### config.mk
export PLATFORM = sky130hd
export DESIGN_NAME = shot_slot_arbiter
export DESIGN_NICKNAME = d
export VERILOG_FILES = /design/src/rtl/shot_slot_arbiter.sv
export SDC_FILE = /design/constraint.sdc
export NUM_CORES = 1
export LEC_CHECK = 0
export ABC_AREA = 1
export CELL_PAD_IN_SITES_DETAIL_PLACEMENT = 1
export CELL_PAD_IN_SITES_GLOBAL_PLACEMENT = 2
export CORE_ASPECT_RATIO = 2
export CORE_MARGIN = 2
export CORE_UTILIZATION = 27
export DETAILED_ROUTE_END_ITERATION = 12
export GPL_TIMING_DRIVEN = 0
export HOLD_SLACK_MARGIN = 0.02
export PLACE_DENSITY = 0.81
export REMOVE_ABC_BUFFERS = 1
export SLEW_MARGIN = 20
export SYNTH_ARGS = -nofsm -noshare
export SYNTH_HDL_FRONTEND = slang
export SYNTH_SLANG_ARGS = --single-unit
### constraint.sdc
create_clock -name clk -period 2.1 [get_ports clk]
set_input_delay 0.21 -clock clk [delete_from_list [all_inputs] [get_ports clk]]
set_output_delay 0.21 -clock clk [all_outputs]
set_load 0.05 [all_outputs]
### src/rtl/shot_slot_arbiter.sv
// shot_slot_arbiter
// Shared projectile slot pool for the player ship and the alien formation.
// Arbitrates fire requests, allocates the lowest free slot, advances every
// live shot on a movement tick, and retires shots that leave the playfield
// or are reported hit by the collision logic.
//
// Ports:
//   clk, reset        system clock, synchronous active-high reset
//   req_player        player fire request (level), spawn X from x_player
//   req_alien         alien fire request (level), spawn at x_alien/y_alien
//   hit_valid/slot    one-cycle pulse retiring slot hit_slot
//   grant_player/alien one-cycle pulse, shot allocated at this edge
//   player_busy       a player shot is live or the cooldown is running
//   pool_full         every slot is live
//   slot_valid/owner  per-slot live flag and owner (1 = player, moves up)
//   slot_x/y_flat     slot i coordinates in bits [11i+10:11i]
module shot_slot_arbiter #(
  parameter int NUM_SLOTS       = 4,
  parameter int PLAYER_COOLDOWN = 40000000,
  parameter int TICK_DIV        = 100000,
  parameter int SHOT_STEP       = 2,
  parameter int Y_TOP           = 10,
  parameter int Y_BOTTOM        = 500,
  parameter int PLAYER_SHOT_Y   = 488,
  parameter int PLAYER_X_OFFSET = 10
) (
  input  logic                    clk,
  input  logic                    reset,
  input  logic                    req_player,
  input  logic [10:0]             x_player,
  input  logic                    req_alien,
  input  logic [10:0]             x_alien,
  input  logic [10:0]             y_alien,
  input  logic                    hit_valid,
  input  logic [2:0]              hit_slot,
  output logic                    grant_player,
  output logic                    grant_alien,
  output logic                    player_busy,
  output logic                    pool_full,
  output logic [NUM_SLOTS-1:0]    slot_valid,
  output logic [NUM_SLOTS-1:0]    slot_owner,
  output logic [11*NUM_SLOTS-1:0] slot_x_flat,
  output logic [11*NUM_SLOTS-1:0] slot_y_flat
);

  localparam int IW = $clog2(NUM_SLOTS);
  localparam int CW = (PLAYER_COOLDOWN > 0) ? $clog2(PLAYER_COOLDOWN + 1) : 1;
  localparam int TW = (TICK_DIV > 1) ? $clog2(TICK_DIV) : 1;

  localparam logic [CW-1:0] COOLDOWN_LOAD = CW'(PLAYER_COOLDOWN);
  localparam logic [TW-1:0] TICK_LAST     = TW'(TICK_DIV - 1);
  localparam logic [10:0]   STEP11        = 11'(SHOT_STEP);
  localparam logic [11:0]   STEP12        = 12'(SHOT_STEP);
  localparam logic [11:0]   TOP_LIMIT     = 12'(Y_TOP + SHOT_STEP);
  localparam logic [11:0]   BOTTOM_LIMIT  = 12'(Y_BOTTOM);
  localparam logic [10:0]   PLAYER_Y      = 11'(PLAYER_SHOT_Y);
  localparam logic [10:0]   X_OFFSET      = 11'(PLAYER_X_OFFSET);

  logic [NUM_SLOTS-1:0] valid_q, owner_q, valid_d, owner_d;
  logic [10:0]          x_q [NUM_SLOTS];
  logic [10:0]          y_q [NUM_SLOTS];
  logic [10:0]          x_d [NUM_SLOTS];
  logic [10:0]          y_d [NUM_SLOTS];
  logic [CW-1:0]        cooldown_q;
  logic [TW-1:0]        tick_cnt_q;
  logic                 rr_last_alien_q;
  logic                 grant_player_q, grant_alien_q, pool_full_q;

  logic [IW-1:0]        free_idx;
  logic                 any_free;
  logic                 player_live;
  logic                 player_elig, alien_elig;
  logic                 win_player, win_alien;
  logic                 tick;

  // Lowest-index free slot, searched on pre-edge state so a slot freed this
  // cycle only becomes allocatable next cycle.
  always_comb begin
    free_idx = '0;
    any_free = 1'b0;
    for (int i = NUM_SLOTS - 1; i >= 0; i--) begin
      if (!valid_q[i]) begin
        free_idx = IW'(i);
        any_free = 1'b1;
      end
    end
  end

  assign player_live = |(valid_q & owner_q);
  assign tick        = (tick_cnt_q == TICK_LAST);

  // Round-robin only matters when both sides are eligible; rr_last_alien_q
  // set means the player wins the next contest.
  always_comb begin
    player_elig = req_player && !player_live && (cooldown_q == '0) && any_free;
    alien_elig  = req_alien && any_free;
    win_player  = player_elig && (!alien_elig || rr_last_alien_q);
    win_alien   = alien_elig && (!player_elig || !rr_last_alien_q);
  end

  // Per-slot next state. Allocation takes priority (the slot was free, so a
  // hit or tick cannot apply to it), then hit retire, then tick movement.
  always_comb begin
    valid_d = valid_q;
    owner_d = owner_q;
    for (int i = 0; i < NUM_SLOTS; i++) begin
      x_d[i] = x_q[i];
      y_d[i] = y_q[i];
    end
    for (int i = 0; i < NUM_SLOTS; i++) begin
      if ((win_player || win_alien) && (free_idx == IW'(i))) begin
        valid_d[i] = 1'b1;
        owner_d[i] = win_player;
        x_d[i]     = win_player ? (x_player + X_OFFSET) : x_alien;
        y_d[i]     = win_player ? PLAYER_Y : y_alien;
      end else if (valid_q[i] && hit_valid && (hit_slot == 3'(i))) begin
        valid_d[i] = 1'b0;
      end else if (valid_q[i] && tick) begin
        if (owner_q[i]) begin
          if ({1'b0, y_q[i]} < TOP_LIMIT) valid_d[i] = 1'b0;
          else                             y_d[i] = y_q[i] - STEP11;
        end else begin
          if (({1'b0, y_q[i]} + STEP12) > BOTTOM_LIMIT) valid_d[i] = 1'b0;
          else                                          y_d[i] = y_q[i] + STEP11;
        end
      end
    end
  end

  // State register: slots, cooldown, movement tick, arbitration history and
  // the registered grant / pool_full outputs.
  always_ff @(posedge clk) begin
    if (reset) begin
      valid_q         <= '0;
      owner_q         <= '0;
      for (int i = 0; i < NUM_SLOTS; i++) begin
        x_q[i] <= '0;
        y_q[i] <= '0;
      end
      cooldown_q      <= '0;
      tick_cnt_q      <= '0;
      rr_last_alien_q <= 1'b1;
      grant_player_q  <= 1'b0;
      grant_alien_q   <= 1'b0;
      pool_full_q     <= 1'b0;
    end else begin
      valid_q <= valid_d;
      owner_q <= owner_d;
      for (int i = 0; i < NUM_SLOTS; i++) begin
        x_q[i] <= x_d[i];
        y_q[i] <= y_d[i];
      end
      if (win_player)              cooldown_q <= COOLDOWN_LOAD;
      else if (cooldown_q != '0)   cooldown_q <= cooldown_q - CW'(1);
      tick_cnt_q <= tick ? '0 : tick_cnt_q + TW'(1);
      if (player_elig && alien_elig) rr_last_alien_q <= win_alien;
      grant_player_q <= win_player;
      grant_alien_q  <= win_alien;
      pool_full_q    <= &valid_d;
    end
  end

  assign grant_player = grant_player_q;
  assign grant_alien  = grant_alien_q;
  assign pool_full    = pool_full_q;
  assign player_busy  = player_live || (cooldown_q != '0);
  assign slot_valid   = valid_q;
  assign slot_owner   = owner_q;

  for (genvar g = 0; g < NUM_SLOTS; g++) begin : g_flat
    assign slot_x_flat[11*g +: 11] = x_q[g];
    assign slot_y_flat[11*g +: 11] = y_q[g];
  end

endmodule

# Word level (Yosys, flattened, before mapping)
# Memories as Yosys holds them, arrays and structs flattened.
# Index checks and enable logic that the tools add are counted.
[word_totals] regBits=55 latch_bits=0 ram_bits=88 mem_bits_ro=0 in_bits=41 output_inout_bits=100 wordCells=168 memories=2
[memory_table] name="x_q" words=4 word_bits=11 rd=4 rd_clocked_by_memory_dff=0 write_ports=4 line="60" text="logic [10:0] x_q [NUM_SLOTS];"
[memory_table] name="y_q" words=4 word_bits=11 rd=4 rd_clocked_by_memory_dff=0 write_ports=4 line="61" text="logic [10:0] y_q [NUM_SLOTS];"
[op_classes] n_addsub=15 multipliers=0 n_div=0 n_lt_le_gt_ge=8 n_eq_ne=7 shift=0 n_mux=75 n_bitwise=9 reduce_logical=40
[op_table] cell="2-to-1 mux 11 bit" n=38
[op_table] cell="2-to-1 mux 26 bit" n=2
[op_table] cell="adder 11 x 2 -> 12 bit, second input constant" n=4
[op_table] cell="greater-than comparator 12 x 9 -> 1 bit, second input constant" n=4
[op_table] cell="adder 11 x 2 -> 11 bit, second input constant" n=4
[op_table] cell="less-than comparator 11 x 4 -> 1 bit, second input constant" n=4
[op_table] cell="subtractor 11 x 2 -> 11 bit, second input constant" n=4
[op_table] cell="2-to-1 mux 1 bit" n=31
[op_table] cell="zero test 26 bit" n=1
[op_table] cell="nonzero test 26 bit" n=1
[op_table] cell="subtractor 26 x 1 -> 26 bit, second input constant" n=1
[op_table] cell="logical AND 1 bit" n=23
[op_table] cell="adder 17 x 1 -> 17 bit, second input constant" n=1
[op_table] cell="equality test 17 bit, second input constant" n=1
[op_table] cell="adder 11 x 4 -> 11 bit, second input constant" n=1
[op_table] cell="2-to-1 mux 2 bit" n=4
[op_table] cell="OR 1 bit" n=8
[op_table] cell="equality test 3 x 2 -> 1 bit, second input constant" n=2
[op_table] cell="bitwise AND 4 bit" n=1
[op_table] cell="equality test 2 bit, second input constant" n=2
[op_table] cell="zero test 1 bit" n=4
[op_table] cell="logical OR 1 bit" n=4
[op_table] cell="AND reduction 4 bit" n=1
[op_table] cell="OR reduction 2 bit" n=2
[op_table] cell="6 further kinds" n=6

# Longest topological paths before layout
# Gate-level depths: netlist of run 1.
[depth] depth_word=13 mapped_depth=17 depth_no_buf=17

# Worst setup path after synthesis of run 1
# Ideal clock, no wire load.
[synth_path] path_kind="register to register" start="register owner_q[1], in the netlist slot_owner[1]" end="memory y_q[1][7]" setup_time_ns=0.065 t_arrival_ns=2.455 required_ns=2.035 path_slack_ns=-0.420 stages_incl_launch_ff=11 path_buffers=0 period_less_slack_ns=2.520 path_cell_list="dfxtp_1 -> inv_1 -> fa_1 -> o21ai_0 -> a21oi_1 -> o21ai_0 -> xor2_1 -> nand2_1 -> nand2_1 -> nor2_1 -> nor2_1"
[synth_rtl] item="start: declaration" line="59" text="logic [NUM_SLOTS-1:0] valid_q, owner_q, valid_d, owner_d;"
[synth_rtl] item="start signal: assignment" line="148" text="owner_q <= owner_d;"
[synth_rtl] item="end: declaration" line="61"

==> summary.log, run 1 <==
[sta] number of hold violations in the final report 0
[cells_and_area] count of non-filler cells in the finished layout 2034
[cells_and_area] multi-input logic area 0.00653 mm²
[sta] largest clock skew in the final design 0.0116 ns
[worst_setup_path] worst-path maximum fanout 8
[clock_network] clock network latency to the later pin of the worst-skew pair 0.46 ns
[sta] normalized max-slew margin 43.3%
[synth] synthesis warning total 0
[sta] setup TNS -0.652 ns
[route] number of DRC markers in iteration 0 464
[cells_and_area] layout cell share with drive strength beyond 1 24.5%
[worst_setup_path] endpoint arrival time on the critical path 2.50 ns
[synth] most repeated cell in the gate-level netlist after synthesis nand2_1
[route] total via count in the routed design 10300
[worst_setup_path] cell with the largest stage delay on the worst path dfxtp_1
[grt] GRT Total Usage 22.2%
[floorplanning] Starting Density 27.3%
[route] Avg Vias per Cell 5.08
[floorplanning] standard-cell rows 94
[cells_and_area] count of antenna diodes in the layout 0
[sta] Final Cycle Share 103%
[power] power per unit of standard cell area 1050 mW/mm²
[worst_setup_path] data required time at the worst endpoint 2.45 ns
[clock_network] sink count of the clock tree 143
[status] violated checks negative setup slack
[worst_setup_path] kind of launch point of the worst setup path flip-flop
[sta] transition time at the pin with the least slew margin 0.850 ns
[placed_design] post-detail-place hpwl 27.1 mm
[synth] Post-synth EDFFs 0
[synth] Netlist cell types 45
[route] length of the first detailed-routing pass in iterations 5
[synth] flop and latch count out of synthesis 143
[grt] residual overflow from global routing 0
[min_path] kind of path behind the tightest hold check in -> reg
[route] total routed wirelength 41.0 mm
[route] Wirelength per Cell 20.2 µm
[route] number of remaining DRC errors 0
[worst_setup_path] delay-heaviest family, CP simple AND/OR/NAND/NOR gates
[placed_design] cell total after placement 1885
[worst_setup_path] worst path cell trace inv_2 -> ha_4 -> nand2_1 -> nor2_1 -> nand2_1 -> nor2_4 -> nand4_1 -> nand2_4 -> nand2_8 -> nand2_8 -> nand2_8 -> buf_2 -> o21ai_0 -> nor2_1
[cells_and_area] filler instances 4141
[power] static leakage 5.82 nW
[synth] leading area contributor after synthesis dfxtp_1
[worst_setup_path] number of buffer and inverter instances along the worst setup path 2
[grt] maximum number of pins on one net before global-route repair 58
[job] Max Cap Viol 0
[synth] per-instance average area after synthesis 6.63 µm²
[worst_setup_path] Max stage delay on crit path 0.32 ns
[cells_and_area] layout-stage area growth over the synthesis result 52.5%
[synth] commonest cells in the synthesized netlist 268 x nand2_1, 233 x nor2_1, 143 x dfxtp_1
[sta] final worst slack -0.0591 ns
[cells_and_area] Reg area 0.00293 mm²
[power] maximum ir drop on the vdd rail 0.000698 V
[sta] total count of max-transition violations in the final report 0
[floorplanning] horizontal die dimension 133 µm
[status] run status finished, violations left
[synth] share of the yosys chip area belonging to registers 32.1%
[clock_network] number of buffers on the longest clock path 2
[grt] initial antenna violation count 1
[cells_and_area] Layout Nets 1678
[synth] share of flip-flops with an asynchronous set or reset after synthesis 0%
[clock_network] CTS clk-pin slew, worst paths 0.07 ns
[placed_design] last weighted congestion value of the routability-driven placer 0.884
[worst_setup_path] type of element capturing the critical path flip-flop
[sta] total of endpoints with negative setup slack in the final report 22
[worst_setup_path] Top cell by count, worst path nand2_8
[floorplanning] Total Die Area 0.0346 mm²
[clock_network] root buffer cell clkbuf_16
[route] number of nets with antenna violations after routing 0
[floorplanning] Die Ht 261 µm
[sta] Max Clock Freq 463 MHz
[worst_setup_path] start-to-end type of the worst setup path reg -> reg
[synth] top-area cell type share of the netlist area 32.1%
[synth] main flop type after synthesis dfxtp_1
[sta] RSZ-0062 raised after global routing true
[floorplanning] I/O pins 141
[clock_network] TritonCTS clock tree done
[grt] first-pass GRT wire length 58.6 mm
[synth] top post-synthesis cells by area dfxtp_1 32%, nand2_1 11%, nor2_1 9.8%
[clock_network] TritonCTS Buffers 17
[clock_network] Max H-tree Level 4
[grt] via count of the first global-routing pass 10600
[placed_design] quantity of I/O buffers inserted on ports 140
[synth] number of instances in the synthesized netlist 1347
[clock_network] Post-CTS Hold Buffers 0
[floorplanning] standard cell core area 0.0327 mm²
[synth] mapped cell area 0.00893 mm²
[sta] min cycle time layout 2.16 ns
[kinds of logic (layout without fill, tap and decap cells)]
| logic type | count (synthesis) | in the layout | synth area share (%) |
|---|---|---|---|
| buffers and inverters | 182 | 422 | 8.33 |
| AND/OR/NAND/NOR | 666 | 681 | 32.0 |
| XOR/XNOR | 53 | 53 | 5.20 |
| adder cells (fa/ha/maj) | 48 | 48 | 7.06 |
| AO/OA/AOI/OAI | 255 | 255 | 15.4 |
| flip-flops | 143 | 143 | 32.1 |
[final timing paths]
kind	end	startpoint	slack [ns]	cells past startpoint
setup / recovery	y_q[3][3]$_SDFFE_PP0P_	cooldown_q[0]$_SDFFE_PP0P_	-0.06	14
hold / removal	y_q[1][10]$_SDFFE_PP0P_	reset	0.19	2
setup reg to reg	y_q[3][3]$_SDFFE_PP0P_	cooldown_q[0]$_SDFFE_PP0P_	-0.06	14
hold reg to reg	tick_cnt_q[0]$_SDFF_PP0_	tick_cnt_q[0]$_SDFF_PP0_	0.46	1
[where the power goes]
part / switching, mW / leakage [nW] / internal [mW]
clock network: 1.45 / 0.276 / 1.67
logic: 4.62 / 4.36 / 2.83
registers: 0.592 / 1.18 / 3.19
total: 6.67 / 5.82 / 7.68
[metrics by stage]
step | cell area [µm²] | setup slack, ns | power (mW) | util, % | hold slack (ns)
floorplan | 8730 | -0.875 | 7.23 | - | 0.279
global placement | 10700 | -3.31 | 8.90 | 32.6 | 0.421
detailed placement | 10700 | -1.98 | 9.03 | 32.8 | 0.441
CTS | 12500 | -0.0347 | 13.6 | 38.2 | 0.145
global route | 13600 | -0.177 | 15.2 | 41.6 | 0.179
finish | 13600 | -0.0591 | 14.3 | 41.6 | 0.186
[cell type report]
type	instances	area share, %
clock buffers	17	3.12
inverters	145	4.47
well taps	432	3.97
repair buffers	242	17.6
flip-flops and latches	143	21.5
repair inverters	3	0.193
clock inverters	15	1.12
multi-input cells	1037	47.9
[cell usage in the layout (no fill, tap or decap), drive strengths merged, types with 27 or more instances in the layout]
cell type,instances
nand2,291
nor2,243
inv,146
dfxtp,143
o21ai,132
clkdlybuf4s50,128
buf,104
a21oi,83
nand3,73
ha,44
xor2,36
nand4,27
[routing by layer]
metal	part of all wire, %	global-route usage [%]
met5	0.039	0
met4	6.5	13.6
met3	3.5	4.67
met2	56	44.2
met1	34	20.1
[state kept, by name (all words and copies together) (netlist names)]
name and count:
slot_valid 4, x_q 44, grant_alien 1, grant_player 1, slot_owner 4, cooldown_q 26
pool_full 1, rr_last_alien_q 1, y_q 44, tick_cnt_q 17
[repair_timing]
item | 4_1_cts | 5_1_grt
cloned | 10 | 8
buffers inserted | 59 | 40
resized for setup | 179 | 232
endpoints found under the setup margin | 141 | 120
pin swaps | 37 | 61
[worst register-to-register path: cells and delay by family (launching register included)]
| family | cells | cell delay (ns) |
|---|---|---|
| AO/OA/AOI/OAI | 1 | 0.18 |
| adder cells (fa/ha/maj) | 1 | 0.14 |
| buffers and inverters | 2 | 0.28 |
| flip-flops | 1 | 0.32 |
| AND/OR/NAND/NOR | 10 | 1.13 |
Note: power is estimated with default switching activity, not from simulation.
==> run 2, diff against run 1 <==
--- a/config.mk
+++ b/config.mk
@@ -11,6 +11,7 @@
 export CORE_ASPECT_RATIO = 2
 export CORE_MARGIN = 2
 export CORE_UTILIZATION = 27
+export CTS_CLUSTER_DIAMETER = 80
 export DETAILED_ROUTE_END_ITERATION = 12
 export GPL_TIMING_DRIVEN = 0
 export HOLD_SLACK_MARGIN = 0.02
==> results of run 2 <==
No change in the layout: final DEF, timing and power equal those of run 1.
